--- config.mk ---
export PLATFORM = sky130hd
export DESIGN_NAME = conv_3ch_seq
export DESIGN_NICKNAME = d
export VERILOG_FILES = /design/src/rtl/conv_3ch_seq_pkg.sv /design/src/rtl/conv_3ch_seq.sv
export SDC_FILE = /design/constraint.sdc
export NUM_CORES = 1
export LEC_CHECK = 0
export ABC_AREA = 1
export BUFFER_PORTS_ARGS = -buffer_cell sky130_fd_sc_hd__buf_4
export CAP_MARGIN = 20
export CORE_MARGIN = 4
export CORE_UTILIZATION = 30
export CTS_BUF_LIST = sky130_fd_sc_hd__clkbuf_8
export DETAILED_ROUTE_END_ITERATION = 8
export SYNTH_ARGS = -nofsm -noshare
export SYNTH_HDL_FRONTEND = slang
export SYNTH_SLANG_ARGS = --single-unit
export TNS_END_PERCENT = 10
--- constraint.sdc ---
create_clock -name clk -period 2 [get_ports clk]
set_clock_uncertainty 0.1 [all_clocks]
set_input_delay 0.6 -clock clk [delete_from_list [all_inputs] [get_ports clk]]
set_output_delay 0.6 -clock clk [all_outputs]
set_load 0.005 [all_outputs]
--- src/rtl/conv_3ch_seq_pkg.sv ---
// Shared constants and state encoding for the 3-channel convolution sequencer.
package conv_3ch_seq_pkg;

  typedef enum logic [2:0] {
    S_IDLE,
    S_CLEAR,
    S_STREAM,
    S_DRAIN,
    S_DONE
  } seq_state_e;

  localparam int IF_SIZE_DEF   = 12;
  localparam int K_SIZE_DEF    = 5;
  localparam int DRAIN_MAX_DEF = 64;

  function automatic int of_size(input int if_size, input int k_size);
    return if_size - k_size + 1;
  endfunction

  localparam int OF        = of_size(IF_SIZE_DEF, K_SIZE_DEF);
  localparam int PIX_TOTAL = IF_SIZE_DEF * IF_SIZE_DEF;
  localparam int RES_TOTAL = OF * OF;

endpackage

--- src/rtl/conv_3ch_seq.sv ---
// Sequencer: clear engine, stream one fmap from the input BRAM, drain the
// engine pipeline and write results linearly, honouring output backpressure.
module conv_3ch_seq
  import conv_3ch_seq_pkg::*;
#(
  parameter int IF_SIZE_CONV = IF_SIZE_DEF,
  parameter int K_SIZE       = K_SIZE_DEF,
  parameter int RD_ADDR_BW   = 8,
  parameter int WR_ADDR_BW   = 6,
  parameter int DRAIN_MAX    = DRAIN_MAX_DEF
) (
  input  logic                  clk,
  input  logic                  rst,
  input  logic                  i_start,
  input  logic                  i_out_full,
  input  logic                  i_conv_valid,
  output logic                  o_rd_en,
  output logic [RD_ADDR_BW-1:0] o_rd_addr,
  output logic                  o_conv_ce,
  output logic                  o_conv_clr,
  output logic                  o_wr_en,
  output logic [WR_ADDR_BW-1:0] o_wr_addr,
  output logic                  o_busy,
  output logic                  o_done,
  output logic                  o_err
);

  localparam int N_PIX = IF_SIZE_CONV * IF_SIZE_CONV;
  localparam int N_RES = of_size(IF_SIZE_CONV, K_SIZE) * of_size(IF_SIZE_CONV, K_SIZE);
  localparam int RES_W = WR_ADDR_BW + 1;  // one extra bit so the count can sit at N_RES
  localparam int DRN_W = $clog2(DRAIN_MAX + 1);

  seq_state_e state, state_nxt;

  logic [RD_ADDR_BW-1:0] pix_cnt;
  logic [RES_W-1:0]      res_cnt;
  logic [DRN_W-1:0]      drn_cnt;
  logic [1:0]            ce_pipe;   // [0] = engine enable, [1] = enable one cycle older
  logic                  ce_d;
  logic                  err_q;
  logic                  pix_last, res_last, res_full, drn_last;
  logic                  wr_done, timeout;

  assign pix_last = (pix_cnt == RD_ADDR_BW'(N_PIX - 1));
  assign res_last = (res_cnt == RES_W'(N_RES - 1));
  assign res_full = (res_cnt == RES_W'(N_RES));
  assign drn_last = (drn_cnt == DRN_W'(DRAIN_MAX - 1));

  // A result is only fresh when the engine advanced on the previous edge.
  assign o_wr_en = i_conv_valid & ce_pipe[1] & ~res_full
                 & ((state == S_STREAM) | (state == S_DRAIN));

  // Completing the last write wins over a coincident drain timeout.
  assign wr_done = res_full | (o_wr_en & res_last);
  assign timeout = (state == S_DRAIN) & drn_last & ~wr_done;

  assign o_rd_addr = pix_cnt;
  assign o_wr_addr = res_cnt[WR_ADDR_BW-1:0];
  assign o_conv_ce = ce_pipe[0];
  assign o_err     = err_q;

  always_comb begin
    state_nxt  = state;
    o_rd_en    = 1'b0;
    o_conv_clr = 1'b0;
    o_busy     = 1'b0;
    o_done     = 1'b0;
    ce_d       = 1'b0;
    case (state)
      S_IDLE:   if (i_start) state_nxt = S_CLEAR;
      S_CLEAR: begin
        o_conv_clr = 1'b1;
        o_busy     = 1'b1;
        state_nxt  = S_STREAM;
      end
      S_STREAM: begin
        o_busy  = 1'b1;
        o_rd_en = ~i_out_full;
        ce_d    = ~i_out_full;
        if (~i_out_full && pix_last) state_nxt = S_DRAIN;
      end
      S_DRAIN: begin
        o_busy = 1'b1;
        ce_d   = ~i_out_full;
        if (wr_done || drn_last) state_nxt = S_DONE;
      end
      S_DONE: begin
        o_done    = 1'b1;
        state_nxt = S_IDLE;
      end
      default: state_nxt = S_IDLE;
    endcase
  end

  always_ff @(posedge clk) begin
    if (rst) begin
      state   <= S_IDLE;
      pix_cnt <= '0;
      res_cnt <= '0;
      drn_cnt <= '0;
      ce_pipe <= '0;
      err_q   <= 1'b0;
    end else begin
      state   <= state_nxt;
      ce_pipe <= {ce_pipe[0], ce_d};
      if (state == S_IDLE && i_start) err_q <= 1'b0;
      if (timeout) err_q <= 1'b1;
      if (state == S_CLEAR) begin
        pix_cnt <= '0;
        res_cnt <= '0;
        drn_cnt <= '0;
      end else begin
        if (o_rd_en && !pix_last) pix_cnt <= pix_cnt + 1'b1;
        if (o_wr_en) res_cnt <= res_cnt + 1'b1;
        if (state == S_DRAIN && !drn_last) drn_cnt <= drn_cnt + 1'b1;
      end
    end
  end

endmodule

Yosys cells after proc, flatten, opt, wreduce, memory -nomap -nowiden
Index checks and enable logic that the tools add are counted.

word-level totals
  flip-flop bits (word level) = 28
  word-level logic and storage cells = 57

operators by class
  add/sub/neg operators = 3
  equal/unequal tests = 11
  muxes and demuxes = 10
  bitwise operators = 12
  reductions and logical operators = 14

operators with widths
  kind                                                              number
  7-bit by 1-bit adder with 7-bit output (second input constant)    2
  7-bit by 6-bit == test with 1-bit output (second input constant)  2
  3-bit one-hot mux with 4 select lines                             1
  3-bit 2-to-1 mux                                                  3
  8-bit by 1-bit adder with 8-bit output (second input constant)    1
  8-bit == test (second input constant)                             1
  7-bit == test (second input constant)                             1
  1-bit AND                                                         6
  3-bit by 2-bit == test with 1-bit output (second input constant)  2
  1-bit 2-to-1 mux                                                  6
  2-bit OR reduction                                                3
  1-bit logical AND                                                 4
  2-bit by 1-bit != test with 1-bit output (second input constant)  2
  1-bit NOT                                                         4
  3-bit by 1-bit == test with 1-bit output (second input constant)  1
  3-bit == test (second input constant)                             1
  3-bit logical NOT                                                 1
  3-bit AND reduction                                               1
  3-bit OR reduction                                                1
  1-bit logical NOT                                                 2
  2-bit != test (second input constant)                             1
  1-bit OR                                                          2
  2-bit nonzero test                                                1
  1-bit logical OR                                                  1

Longest topological paths before layout
  depth after elaboration = 9
  gate-level depth with buffers = 9

Worst setup path after synthesis
No wires, ideal clock.

  kind = in2out
  start = input port i_conv_valid
  end = output port o_wr_en
  data arrival time = 953 ps
  path slack = 347 ps
  stages on the path = 4
  path buffers = 0
  cell sequence = nand2_1 nor2_2 o21ai_2 inv_1

between the ends
  word-level cells in the longest chain between the ends = 3

RTL lines
  item                    line                text
  start, declared         conv_3ch_seq.sv:16  input logic i_conv_valid,
  1-bit AND (2 in a row)  conv_3ch_seq.sv:50  assign o_wr_en = i_conv_valid & ce_pipe[1] & ~res_full
  1-bit AND               conv_3ch_seq.sv:51  & ((state == S_STREAM) | (state == S_DRAIN));
  end, declared           conv_3ch_seq.sv:21  output logic o_wr_en,

Every way passes these cells.

Final worst setup path
  start = register res_cnt[1]
  end = output port o_wr_en

between the ends
  word-level cells in the longest chain between the ends = 4

RTL lines
  item                    line                 text
  start, declared         conv_3ch_seq.sv:36   logic [RES_W-1:0] res_cnt;
  start signal, assigned  conv_3ch_seq.sv:114  if (o_wr_en) res_cnt <= res_cnt + 1'b1;
  7-bit == test           conv_3ch_seq.sv:46   assign res_full = (res_cnt == RES_W'(N_RES));
  1-bit NOT               conv_3ch_seq.sv:50
  1-bit AND               conv_3ch_seq.sv:50
  1-bit AND               conv_3ch_seq.sv:51

Every way passes these cells.

==> impl_metrics.csv <==
group,metric,value,unit
run_status,status,"complete, no violations",
setup_path,cpMaxStageDelayCell,"dfxtp_2",
setup_path,critPathMostFrequentCell,"inv_2",
routing,ant_nets,0,
floorplanning,core,0.00482,sq mm
synth,synth_area_leaders,"dfxtp_1, nand2_1, inv_1, a21oi_1, nand3_1",
routing,num_vias,1392,
cts,numCtsBuffers,3,
synth,avgSynthCellArea,6.82,sq um
sta,max_slew_margin,72.9,%
synth,seq_area_frac_synth,36.9,%
floorplanning,fp.dieH,79.2,microns
cts,clkTransAtPathRegs,0.10,ns
hold_path,min_path_type,"reg2reg",
global_route,grt_max_degree,17,
cts,clock_latency,0.28,ns
global_route,grt_pass1_vias,1309,
synth,synth.largest_area_cell,"dfxtp_1",
run,drv_cap,0,
cts,root_buffer,"clkbuf_8",
cts,max-clock-path-buffers,2,
floorplanning,io_pins,26,
finish,nets,260,
sta,final_max_slew_viol_count,0,
global_route,antenna_found_initial,0,
sta,tightest_slew,0.405,ns
sta,fin_crit,1.92,ns
setup_path,critPathTopFamily,"flip-flops",
global_route,overflow,0,
synth,synth_cell_types,24,
synth,ys_ff_latch,28,
sta,hold_viol_final,0,
synth,syn_area,0.00152,sq mm
setup_path,cp-start-kind,"flip-flop",
finish,drive_above_1_share,23.2,%
power,pwr_density_cell,646,mW/mm^2
cts,cts_tree,"yes",
setup_path,arrival,1.22,ns
setup_path,path_max_fanout,3,
placed_design,hpwl,2360,microns
floorplanning,start_util,31.6,%
synth,synthDominantCellAreaShare,36.9,%
setup_path,worst_setup_path_end_kind,"output pin",
routing,via_per_inst,4.39,
routing,post_drt_wl_per_cell,9.90,microns
routing,first_pass_iters,4,
cts,clock-sinks,28,
power,leakage,0.000803,uW
synth,yosys_warnings,0,
routing,drt_iter0_drc,57,
sta,max_freq,0.522,GHz
sta,rsz0062_at_grt,"yes",
floorplanning,die_area,0.00627,sq mm
global_route,grt.total_usage,10.7,%
finish,final_util,39.0,%
setup_path,critical_path_class,"reg2out",
placed_design,place_congestion,0.812,
floorplanning,num_rows,25,
sta,fin_crit_sh,95.9,%
setup_path,crit_path_cell_trace,"inv_2 -> ha_4 -> nand2_2 -> o21ai_2 -> inv_2 -> buf_6",
finish,nFillCells,518,
finish,layout.cells.non_filler,317,
floorplanning,die_x,79.2,microns
setup_path,crit_buf_inv,3,
routing,wl,3140,microns
setup_path,critical-path-max-stage-delay,0.34,ns
global_route,grt_pass1_wl,5470,microns
cts,cts_max_level,1,
placed_design,place.port_buffers,25,
sta,setup_viol_count_final,0,
routing,drc,0,
finish,syn_to_final_growth,23.6,%
setup_path,worstPathRequired,1.30,ns
synth,syn_inst,223,
finish,diodes,0,
synth,synth_nets,232,
placed_design,placed_cells,309,
power,vdd_drop_max,0.314,mV
[per-stage QoR]
| step | total power [uW] | setup WS, ns | TNS (ns) | hold slack (ns) | cell area (sq um) |
|---|---|---|---|---|---|
| floorplan | 712 | 0.347 | 0 | 0.320 | 1520 |
| global placement | 776 | 0.123 | 0 | 0.315 | 1750 |
| detailed placement | 776 | 0.133 | 0 | 0.330 | 1750 |
| CTS | 1240 | 0.00565 | 0 | 0.339 | 1820 |
| global route | 1280 | -0.0107 | -0.0107 | 0.361 | 1880 |
| finish | 1210 | 0.0828 | 0 | 0.332 | 1880 |
[registers in the layout (all words and copies together), names as in the netlist]
register	cells
o_rd_addr	8
ce_pipe	2
res_cnt	7
drn_cnt	7
o_err	1
state	3
[final cells by class]
cell class	count	area [sq um]	share of cell area (%)
Timing Repair Buffer	33	251	13.4
Multi-Input combinational cell	152	774	41.2
Sequential cell	28	569	30.3
Clock buffer	3	41.3	2.20
Inverter	33	129	6.86
Clock inverter	1	30.0	1.60
Tap cell	67	83.8	4.46
[cell usage in the layout, fill, tap and decap left out, drive strengths merged]
master	instances
nand3	17
nor4	1
xor2	5
nand2	56
nor2	24
clkbuf	3
ha	4
nand4	2
nor3	5
inv	33
bufinv	1
buf	33
dfxtp	28
o31ai	1
a21oi	22
o21ai	12
xnor2	3
[worst min-delay path, stage by stage, from the launching register on]
cell	delay, ns
dfxtp_1	0.32
inv_1	0.05
nor2_1	0.03
[metal layers]
layer  track usage, %  vias to the layer above  part of all wire (%)
met2             18.2                       31                    46
met1             12.7                      603                    47
li1                 -                      752                     -
met3             3.06                        6                   4.9
met4             3.78                        0                   1.8
met5                0                        -                     0
[final timing paths]
path | start | to | slack (ns) | depth (start not counted)
max | res_cnt[1] | o_wr_en | 0.08 | 6
min reg2reg | ce_pipe[0] | ce_pipe[1] | 0.33 | 2
max reg2reg | res_cnt[0] | o_err | 0.31 | 7
min | ce_pipe[0] | ce_pipe[1] | 0.33 | 2
[kinds of logic after synthesis]
family	count (synthesis)	share of synthesized area, %
AO/OA/AOI/OAI	35	12.2
XOR/XNOR	8	4.61
AND/OR/NAND/NOR	105	29.7
buffers and inverters	43	13.3
adder cells (fa/ha/maj)	4	3.29
flip-flops	28	36.9
[cells in the mapped netlist]
cell,instances
inv_2,1
ha_1,4
dfxtp_1,28
a21oi_1,21
nor2_1,21
nand3_1,17
xor2_1,5
nor3_1,5
inv_4,1
inv_1,31
o31ai_1,1
nand4_1,2
buf_4,8
nor4_1,1
nor2_2,3
buf_2,1
xnor2_1,3
o21ai_0,7
o21ai_1,4
nand2_1,54
o21ai_2,1
nand2_4,2
buf_6,1
a21oi_2,1
[what timing repair did]
item	in CTS	in global routing
pin swaps	1	3
setup buffers	0	4
hold endpoints to repair	0	0
endpoints found under the setup margin	1	1
hold buffers	0	0
gates resized for setup	4	12
[power breakdown]
group	leakage, uW	internal, uW	switching [uW]
clock	0.0000357	268	183
combinational	0.000538	68.0	106
sequential	0.000229	573	16.7
total	0.000803	909	305
(Power assumes the default switching activity.)
